File: config.mk
export PLATFORM = sky130hd
export DESIGN_NAME = nand_vector_sequencer
export DESIGN_NICKNAME = d
export VERILOG_FILES = /design/src/rtl/nand_seq_pkg.sv /design/src/rtl/nand_vector_sequencer_hold_timer.sv /design/src/rtl/nand_vector_sequencer.sv
export SDC_FILE = /design/constraint.sdc
export NUM_CORES = 1
export LEC_CHECK = 0
export CORE_AREA = 2 2 46 48
export CTS_BUF_LIST = sky130_fd_sc_hd__clkbuf_8
export DETAILED_ROUTE_END_ITERATION = 8
export DIE_AREA = 0 0 48 50
export GPL_TIMING_DRIVEN = 0
export PLACE_DENSITY_LB_ADDON = 0.3
export RECOVER_POWER = 50
export SLEW_MARGIN = 0
export SYNTH_ARGS = -nofsm -noshare
export SYNTH_HDL_FRONTEND = slang
export SYNTH_SLANG_ARGS = --single-unit
File: constraint.sdc
create_clock -name clk -period 2.5 [get_ports clk]
set_input_delay 0.5 -clock clk [delete_from_list [all_inputs] [get_ports clk]]
set_output_delay 0.5 -clock clk [all_outputs]
set_load 0.005 [all_outputs]
File: src/rtl/nand_seq_pkg.sv
// Shared types and helpers for the NAND vector sequencer.
// The state encoding, vector count and expected-value function live here.
package nand_seq_pkg;

    typedef enum logic [1:0] {
        IDLE  = 2'd0,
        DRIVE = 2'd1,
        DONE  = 2'd2
    } state_t;

    localparam int unsigned NUM_VEC  = 4;
    localparam logic [1:0]  LAST_VEC = 2'(NUM_VEC - 1);

    function automatic logic nand_exp(input logic a, input logic b);
        return ~(a & b);
    endfunction

endpackage

File: src/rtl/nand_vector_sequencer_hold_timer.sv
// Per-vector hold timer: counts HOLD_CYCLES clocks while run is high and
// flags the terminal count so the top can sample and advance on that edge.
module hold_timer #(
    parameter int unsigned HOLD_CYCLES = 20
) (
    input  logic clk,
    input  logic rst_n,
    input  logic clear,
    input  logic run,
    output logic expire
);

    localparam int unsigned CW   = (HOLD_CYCLES > 1) ? $clog2(HOLD_CYCLES) : 1;
    localparam logic [CW-1:0] TERM = CW'(HOLD_CYCLES - 1);

    logic [CW-1:0] hold_cnt;

    assign expire = run && (hold_cnt == TERM);

    // Wraps to zero on expiry so the next vector starts a fresh hold window.
    always_ff @(posedge clk or negedge rst_n) begin
        if (!rst_n) begin
            hold_cnt <= '0;
        end else if (clear) begin
            hold_cnt <= '0;
        end else if (run) begin
            if (expire) hold_cnt <= '0;
            else        hold_cnt <= hold_cnt + CW'(1);
        end
    end

endmodule

File: src/rtl/nand_vector_sequencer.sv
// Drives the NAND cell through its truth table, samples f after a hold time
// and accumulates a saturating error count and a per-vector fail map.
module nand_vector_sequencer
    import nand_seq_pkg::*;
#(
    parameter int unsigned HOLD_CYCLES = 20,
    parameter int unsigned ERR_W       = 4
) (
    input  logic             clk,
    input  logic             rst_n,
    input  logic             start,
    input  logic             abort,
    input  logic             f,
    output logic             a,
    output logic             b,
    output logic [1:0]       vec_idx,
    output logic             busy,
    output logic             done,
    output logic             pass,
    output logic [ERR_W-1:0] err_count,
    output logic [3:0]       fail_map
);

    state_t state;
    state_t next_state;
    logic   expire;
    logic   launch;
    logic   sample;

    // abort outranks both a new start and a pending sample on the same edge.
    assign launch = !abort && start && (state != DRIVE);
    assign sample = !abort && (state == DRIVE) && expire;

    hold_timer #(
        .HOLD_CYCLES (HOLD_CYCLES)
    ) u_hold_timer (
        .clk    (clk),
        .rst_n  (rst_n),
        .clear  (launch || abort),
        .run    (state == DRIVE),
        .expire (expire)
    );

    always_ff @(posedge clk or negedge rst_n) begin
        if (!rst_n) state <= IDLE;
        else        state <= next_state;
    end

    always_comb begin
        next_state = state;
        if (abort) begin
            next_state = IDLE;
        end else begin
            case (state)
                IDLE:    if (start) next_state = DRIVE;
                DRIVE:   if (expire && (vec_idx == LAST_VEC)) next_state = DONE;
                DONE:    if (start) next_state = DRIVE;
                default: next_state = IDLE;
            endcase
        end
    end

    always_comb begin
        busy = 1'b0;
        done = 1'b0;
        pass = 1'b0;
        case (state)
            DRIVE: busy = 1'b1;
            DONE: begin
                done = 1'b1;
                pass = (err_count == '0);
            end
            default: ;
        endcase
    end

    always_ff @(posedge clk or negedge rst_n) begin
        if (!rst_n) begin
            vec_idx   <= '0;
            a         <= 1'b0;
            b         <= 1'b0;
            err_count <= '0;
            fail_map  <= '0;
        end else if (abort) begin
            vec_idx <= '0;
            a       <= 1'b0;
            b       <= 1'b0;
        end else if (launch) begin
            vec_idx   <= '0;
            a         <= 1'b0;
            b         <= 1'b0;
            err_count <= '0;
            fail_map  <= '0;
        end else if (sample) begin
            // x/z on f counts as a mismatch in simulation.
            if (f !== nand_exp(a, b)) begin
                if (err_count != '1) err_count <= err_count + ERR_W'(1);
                fail_map[vec_idx] <= 1'b1;
            end
            if (vec_idx != LAST_VEC) begin
                vec_idx  <= vec_idx + 2'd1;
                {a, b}   <= vec_idx + 2'd1;
            end
        end
    end

endmodule
Word level (Yosys, flattened, before mapping):

Cells that the tools add are included.

* word-level logic and storage cells: 79
* register bits after elaboration: 19
* bits of input ports: 5
* output and inout bits: 15

* $lt $le $gt $ge: 2
* muxes and demuxes: 31
* $add $sub $neg: 3
* bitwise operators: 4
* eq/ne operators: 10
* reductions and logical operators: 22

Operators by type and width (number)
* $mux W4: 7
* $mux W5: 3
* $mux W2: 7
* $mux W1: 12
* $reduce_bool A2 Y1: 4
* $logic_and A1 B1 Y1: 7
* $reduce_bool A3 Y1: 2
* $add A5 B1 Y5 const B: 1
* $eq A5 B5 Y1 const B: 1
* $add A4 B1 Y4 const B: 1
* $eq A2 B2 Y1 const B: 2
* $logic_not A4 Y1: 1
* $ne A4 B4 Y1 const B: 1
* $or A4 B4 Y4: 1
* $pmux W2 S2: 1
* $reduce_and A2 Y1: 2
* $reduce_and A4 Y1: 1
* $lt A2 B3 Y1 const B: 1
* $ne A3 B1 Y1 const B: 1
* $ne A3 B3 Y1 const B: 1
* $reduce_and A3 Y1: 1
* $add A2 B1 Y2 const B: 1
* $demux W1 S2: 1
* $eq A2 B1 Y1 const B: 1
* 10 further kinds: 11

Longest topological paths before layout:

* depth after elaboration: 8
* gate-level depth with buffers: 6
* depth with buffers taken out: 5

Cells and area by module:

From an unflattened synthesis, not the netlist that was laid out.

* cells, all modules: 96
* area, all modules: 988.4 um2

By module, submodules not included
* nand_vector_sequencer: times used 1, area an instance 718.2 um2, cells each 71, seq. area each 300.3 um2
* hold_timer: times used 1, area an instance 270.3 um2, cells each 25, seq. area each 125.1 um2

Least setup slack after synthesis:

OpenSTA, ideal clock, no wires.

* path type: register to register
* start: register a
* end: register err_count[2]
* cell stages (with the launch flop): 7
* path slack: 0.895 ns
* setup time: 0.087 ns
* period minus slack after synthesis: 1.605 ns
* required time: 2.413 ns
* arrival time: 1.518 ns
* buffers on the path: 1
* path through: dfrtp_1 -> ha_1 -> xor2_1 -> nor4b_4 -> buf_6 -> a21oi_2 -> a211oi_2

* word-level cells in the longest chain between the ends: 5

RTL lines
* start: declaration: RTL line nand_vector_sequencer.sv:14 `output logic a,`
* start signal: assignment: RTL line nand_vector_sequencer.sv:102 `{a, b} <= vec_idx + 2'd1;`
* $and A1 B1 Y1: RTL line nand_seq_pkg.sv:15 `return ~(a & b);`
* $not A1 Y1: RTL line nand_seq_pkg.sv:15
* $nex A1 B1 Y1: RTL line nand_vector_sequencer.sv:96 `if (f !== nand_exp(a, b)) begin`
* $reduce_bool A2 Y1 (no source line)
* $reduce_and A4 Y1 (no source line)
* end signal: assignment: RTL line nand_vector_sequencer.sv:97 `if (err_count != '1) err_count <= err_count + ERR_W'(1);`
* end: declaration: RTL line nand_vector_sequencer.sv:20 `output logic [ERR_W-1:0] err_count,`

No other way between the ends.
A chain may end at the register's enable or synchronous reset.

Final worst setup path:

* start: register state[0]
* end: output busy

* word-level cells in the longest chain between the ends: 2

RTL lines
* start: declaration: RTL line nand_vector_sequencer.sv:24 `state_t state;`
* start signal: assignment: RTL line nand_vector_sequencer.sv:46 `else state <= next_state;`
* $eq A2 B1 Y1: RTL line nand_vector_sequencer.sv:67 `case (state)`
* $mux W1: RTL line nand_vector_sequencer.sv:67
* end: declaration: RTL line nand_vector_sequencer.sv:17 `output logic busy,`

No other way between the ends.

==> flow_summary.html <==
<table>
<tr><th>Metric</th><th>Value</th></tr>
<tr><th colspan="2">Yosys</th></tr>
<tr><td>Area fraction in compound gates after synthesis</td><td>0.162</td></tr>
<tr><td>Synth area leader</td><td>dfrtp_1</td></tr>
<tr><td>Adder-cell area share of the yosys netlist</td><td>0.0878</td></tr>
<tr><td>Count of flip-flops with a built-in enable after synthesis</td><td>0</td></tr>
<tr><td>Synth Warn #</td><td>0</td></tr>
<tr><td>XOR/XNOR Fraction of Synth Area</td><td>0.0176</td></tr>
<tr><td>Asr flop ratio synth</td><td>1.00</td></tr>
<tr><td>Distinct cells, synth</td><td>35</td></tr>
<tr><td>Combinational family with the most area after synthesis</td><td>simple AND/OR/NAND/NOR gates</td></tr>
<tr><td>Netlist area before placement</td><td>997 µm²</td></tr>
<tr><td>FF+latch count, synth</td><td>17</td></tr>
<tr><td>Area share of the leading cell type in the synthesized netlist</td><td>0.427</td></tr>
<tr><td>Most used flip-flop cell after synthesis</td><td>dfrtp_1</td></tr>
<tr><td>Mapped Nets</td><td>112</td></tr>
<tr><td>Mux contribution to synthesized area</td><td>0.0100</td></tr>
<tr><td>Simple-gate share of the synthesized area</td><td>0.235</td></tr>
<tr><td>Synthesized instance count</td><td>100</td></tr>
<tr><td>Register area share after synthesis</td><td>0.427</td></tr>
<tr><td>Post-synthesis area per instance</td><td>9.97 µm²</td></tr>
<tr><td>Most area-consuming cells after synthesis</td><td>dfrtp_1 (43%), ha_1 (8.8%), a21oi_1 (5.5%)</td></tr>
<tr><th colspan="2">Timing</th></tr>
<tr><td>Shortest period the worst path allows</td><td>2.08 ns</td></tr>
<tr><td>Final Hold Viols</td><td>0</td></tr>
<tr><td>Final period util</td><td>0.833</td></tr>
<tr><td>Final setup skew</td><td>0.00186 ns</td></tr>
<tr><td>Worst rel slew slack</td><td>0.505</td></tr>
<tr><td>Final slew viol count</td><td>0</td></tr>
<tr><td>Maximum clock rate</td><td>480 MHz</td></tr>
<tr><td>Setup violations, final</td><td>0</td></tr>
<tr><td>Setup total negative slack</td><td>0 ns</td></tr>
<tr><td>Unrepaired setup endpoints after global routing</td><td>false</td></tr>
<tr><td>Worst slew pin tran</td><td>0.740 ns</td></tr>
<tr><th colspan="2">Critical path</th></tr>
<tr><td>Startpoint kind of the worst setup timing path</td><td>flip-flop</td></tr>
<tr><td>Worst Setup End Kind</td><td>output port</td></tr>
<tr><td>Critical Path RT</td><td>2.00 ns</td></tr>
<tr><td>CP Buf/Inv Count</td><td>2</td></tr>
<tr><td>Reg-to-Reg End</td><td>err_count[2]</td></tr>
<tr><td>Register-to-Register Path Depth</td><td>6</td></tr>
<tr><td>Top Family by Delay on Critical Path</td><td>buffers and inverters</td></tr>
<tr><td>Slack of the worst reg-to-reg path</td><td>0.71 ns</td></tr>
<tr><td>Reg2reg start</td><td>vec_idx[0]</td></tr>
<tr><td>Maximum net fanout on the critical path</td><td>8</td></tr>
<tr><td>Worst endpoint data arrival time</td><td>1.58 ns</td></tr>
<tr><td>Cell Chain, Critical Path</td><td>nand2b_1 &gt; clkinv_1 &gt; clkdlybuf4s50_1</td></tr>
<tr><td>Startpoint-to-endpoint class of the critical path</td><td>reg -&gt; out</td></tr>
<tr><td>Slowest cell on the critical path</td><td>clkdlybuf4s50_1</td></tr>
<tr><td>Longest individual stage delay on the worst path</td><td>0.52 ns</td></tr>
<tr><th colspan="2">Layout</th></tr>
<tr><td>Synthesis-to-finish area growth</td><td>27.0%</td></tr>
<tr><td>Ant. Diodes</td><td>0</td></tr>
<tr><td>Commonest cells after routing, fill and taps aside</td><td>dfrtp_1 (17), clkdlybuf4s50_1 (17), nor2_1 (13)</td></tr>
<tr><td>Non-filler instance count after layout</td><td>150</td></tr>
<tr><td>Fill count</td><td>166</td></tr>
<tr><td>Layout cells sized above 1</td><td>0.146</td></tr>
<tr><td>Final design utilization</td><td>0.666</td></tr>
<tr><td>Final instance area</td><td>1270 µm²</td></tr>
<tr><td>Net count of the finished layout</td><td>136</td></tr>
<tr><th colspan="2">Worst hold path</th></tr>
<tr><td>Startpoint of the most critical hold path</td><td>fail_map[1]</td></tr>
<tr><td>Hold Path Class</td><td>reg -&gt; reg</td></tr>
<tr><td>Worst Hold Depth</td><td>2</td></tr>
<tr><td>Hold EP</td><td>fail_map[1]</td></tr>
<tr><th colspan="2">CTS</th></tr>
<tr><td>CTS Buf Count</td><td>3</td></tr>
<tr><td>Longest Clk Path Bufs</td><td>2</td></tr>
<tr><td>Post-CTS repair timing setup buffer count</td><td>0</td></tr>
<tr><td>Clock root cell</td><td>clkbuf_8</td></tr>
<tr><td>Clock Latency Late Sink</td><td>0.24 ns</td></tr>
<tr><td>Clock input transition at the sequential cells of the worst setup and hold paths</td><td>0.06 ns</td></tr>
<tr><td>Post-cts repair resize count</td><td>0</td></tr>
<tr><td>CTS tree</td><td>yes</td></tr>
<tr><td>H-tree levels</td><td>1</td></tr>
<tr><td>CTS sink cnt</td><td>17</td></tr>
<tr><td>Hold-fix buffers at CTS</td><td>0</td></tr>
<tr><th colspan="2">Drt</th></tr>
<tr><td>Ratio of routed vias to standard cells</td><td>5.34</td></tr>
<tr><td>1st-pass router iterations</td><td>4</td></tr>
<tr><td>DRC violation total after the first TritonRoute iteration</td><td>13</td></tr>
<tr><td>Vias after detailed routing</td><td>801</td></tr>
<tr><td>Remaining number of nets flagged by the antenna check after routing</td><td>0</td></tr>
<tr><td>Number of design rule violations left after detail routing</td><td>0</td></tr>
<tr><td>Wire per inst</td><td>13.0 µm</td></tr>
<tr><td>Wire length reported by the detailed router</td><td>1.95 mm</td></tr>
<tr><th colspan="2">Die</th></tr>
<tr><td>Area of the core region</td><td>1900 µm²</td></tr>
<tr><td>Chip Height</td><td>50 µm</td></tr>
<tr><td>Top-level I/O count</td><td>20</td></tr>
<tr><td>Number of rows in the core area</td><td>16</td></tr>
<tr><td>Die footprint</td><td>2400 µm²</td></tr>
<tr><td>Initial standard-cell utilization of the core</td><td>0.524</td></tr>
<tr><td>X dimension of the die</td><td>48 µm</td></tr>
<tr><th colspan="2">GRT</th></tr>
<tr><td>Via count of the first global-routing pass</td><td>739</td></tr>
<tr><td>Pin count of the biggest net entering global routing</td><td>18</td></tr>
<tr><td>Overall Global Routing Usage</td><td>0.180</td></tr>
<tr><td>Antenna violations before repair</td><td>0</td></tr>
<tr><td>Global-route wire length before repair</td><td>3.15 mm</td></tr>
<tr><td>Gr ovfl total</td><td>0</td></tr>
<tr><th colspan="2">Placed design</th></tr>
<tr><td>Post-detailed-placement cell area</td><td>1220 µm²</td></tr>
<tr><td>Final estimated routing congestion in global placement</td><td>0.805</td></tr>
<tr><td>Placed wire-length estimate after detailed placement</td><td>1.49 mm</td></tr>
<tr><td>Buffers added on ports</td><td>19</td></tr>
<tr><td>Cell total after placement</td><td>146</td></tr>
<tr><th colspan="2">Pwr</th></tr>
<tr><td>Power per Cell Area</td><td>411 nW/µm²</td></tr>
<tr><td>Power consumption</td><td>0.000521 W</td></tr>
<tr><td>Leakage power</td><td>0.532 nW</td></tr>
<tr><td>Largest vdd supply drop</td><td>0.000294 V</td></tr>
<tr><th colspan="2">Run status</th></tr>
<tr><td>Result of the run</td><td>complete, no violations</td></tr>
<tr><th colspan="2">Run</th></tr>
<tr><td>Max-cap violations</td><td>0</td></tr>
</table>
==> where the power goes <==
group          leakage (nW)  internal (W)   total, W  switching, W
combinational         0.270     0.0000159  0.0000460     0.0000302
sequential            0.236      0.000278   0.000281    0.00000254
clock                0.0269      0.000109   0.000194     0.0000854
total                 0.532      0.000402   0.000521      0.000118
==> cell families after synthesis <==
group,after synthesis
buffers and inverters,12
AOI/OAI and AO/OA,24
muxes,1
DFF,17
and+or+nand+nor,37
adders and majority gates,7
xor gates and xnor gates,2
==> area by class of cell <==
cell class / count / area, µm² / share of cell area
inverters: 7 / 26.3 / 0.0208
multi-input cells: 71 / 510 / 0.403
well taps: 27 / 33.8 / 0.0267
clock inverters: 1 / 3.75 / 0.00296
plain buffers: 5 / 35.0 / 0.0277
clock buffers: 3 / 41.3 / 0.0326
flip-flops and latches: 17 / 425 / 0.336
repair buffers: 19 / 190 / 0.150
==> cells in the mapped netlist, drive strengths merged, types with 2 or more instances <==
master  instances
dfrtp          17
nor2           13
a21oi          12
ha              7
inv             6
nand2           5
buf             4
nand3           4
nor3            4
o21ai           4
a211oi          3
a211o           2
and3            2
==> per-layer routing <==
layer | vias up | part of all wire | global-route usage
li1 | 396 | - | -
met1 | 392 | 0.47 | 0.244
met2 | 11 | 0.49 | 0.282
met3 | 2 | 0.028 | 0.0220
met4 | 0 | 0.0072 | 0.0676
met5 | - | 0 | 0
==> worst min-delay path, stage by stage (launching register included) <==
cell	delay, ns
dfrtp_1	0.34
a21oi_1	0.04
nor2_1	0.07
==> stage by stage <==
step / worst slack (ns) / hold WS [ns]
floorplan: 0.895 / 0.204
global placement: 0.432 / 0.476
detailed placement: 0.436 / 0.487
finish: 0.418 / 0.498
global route: 0.315 / 0.521
CTS: 0.419 / 0.506
==> worst max-delay path by stage <==
stage	start	end	slack, ns	cells after the start
final	state[0]	busy	0.42	3
after global routing	state[0]	busy	0.32	3
after CTS	state[0]	busy	0.42	3
after detailed placement	abort	err_count[0]	0.44	5
after global placement	abort	err_count[1]	0.43	5
after floorplan	a	err_count[2]	0.90	6
==> registers in the layout (all words and copies together), names as in the netlist <==
register	cells
a	1
fail_map	4
u_hold_timer.hold_cnt	5
state	2
err_count	4
vec_idx	1
(Power assumes the default switching activity.)
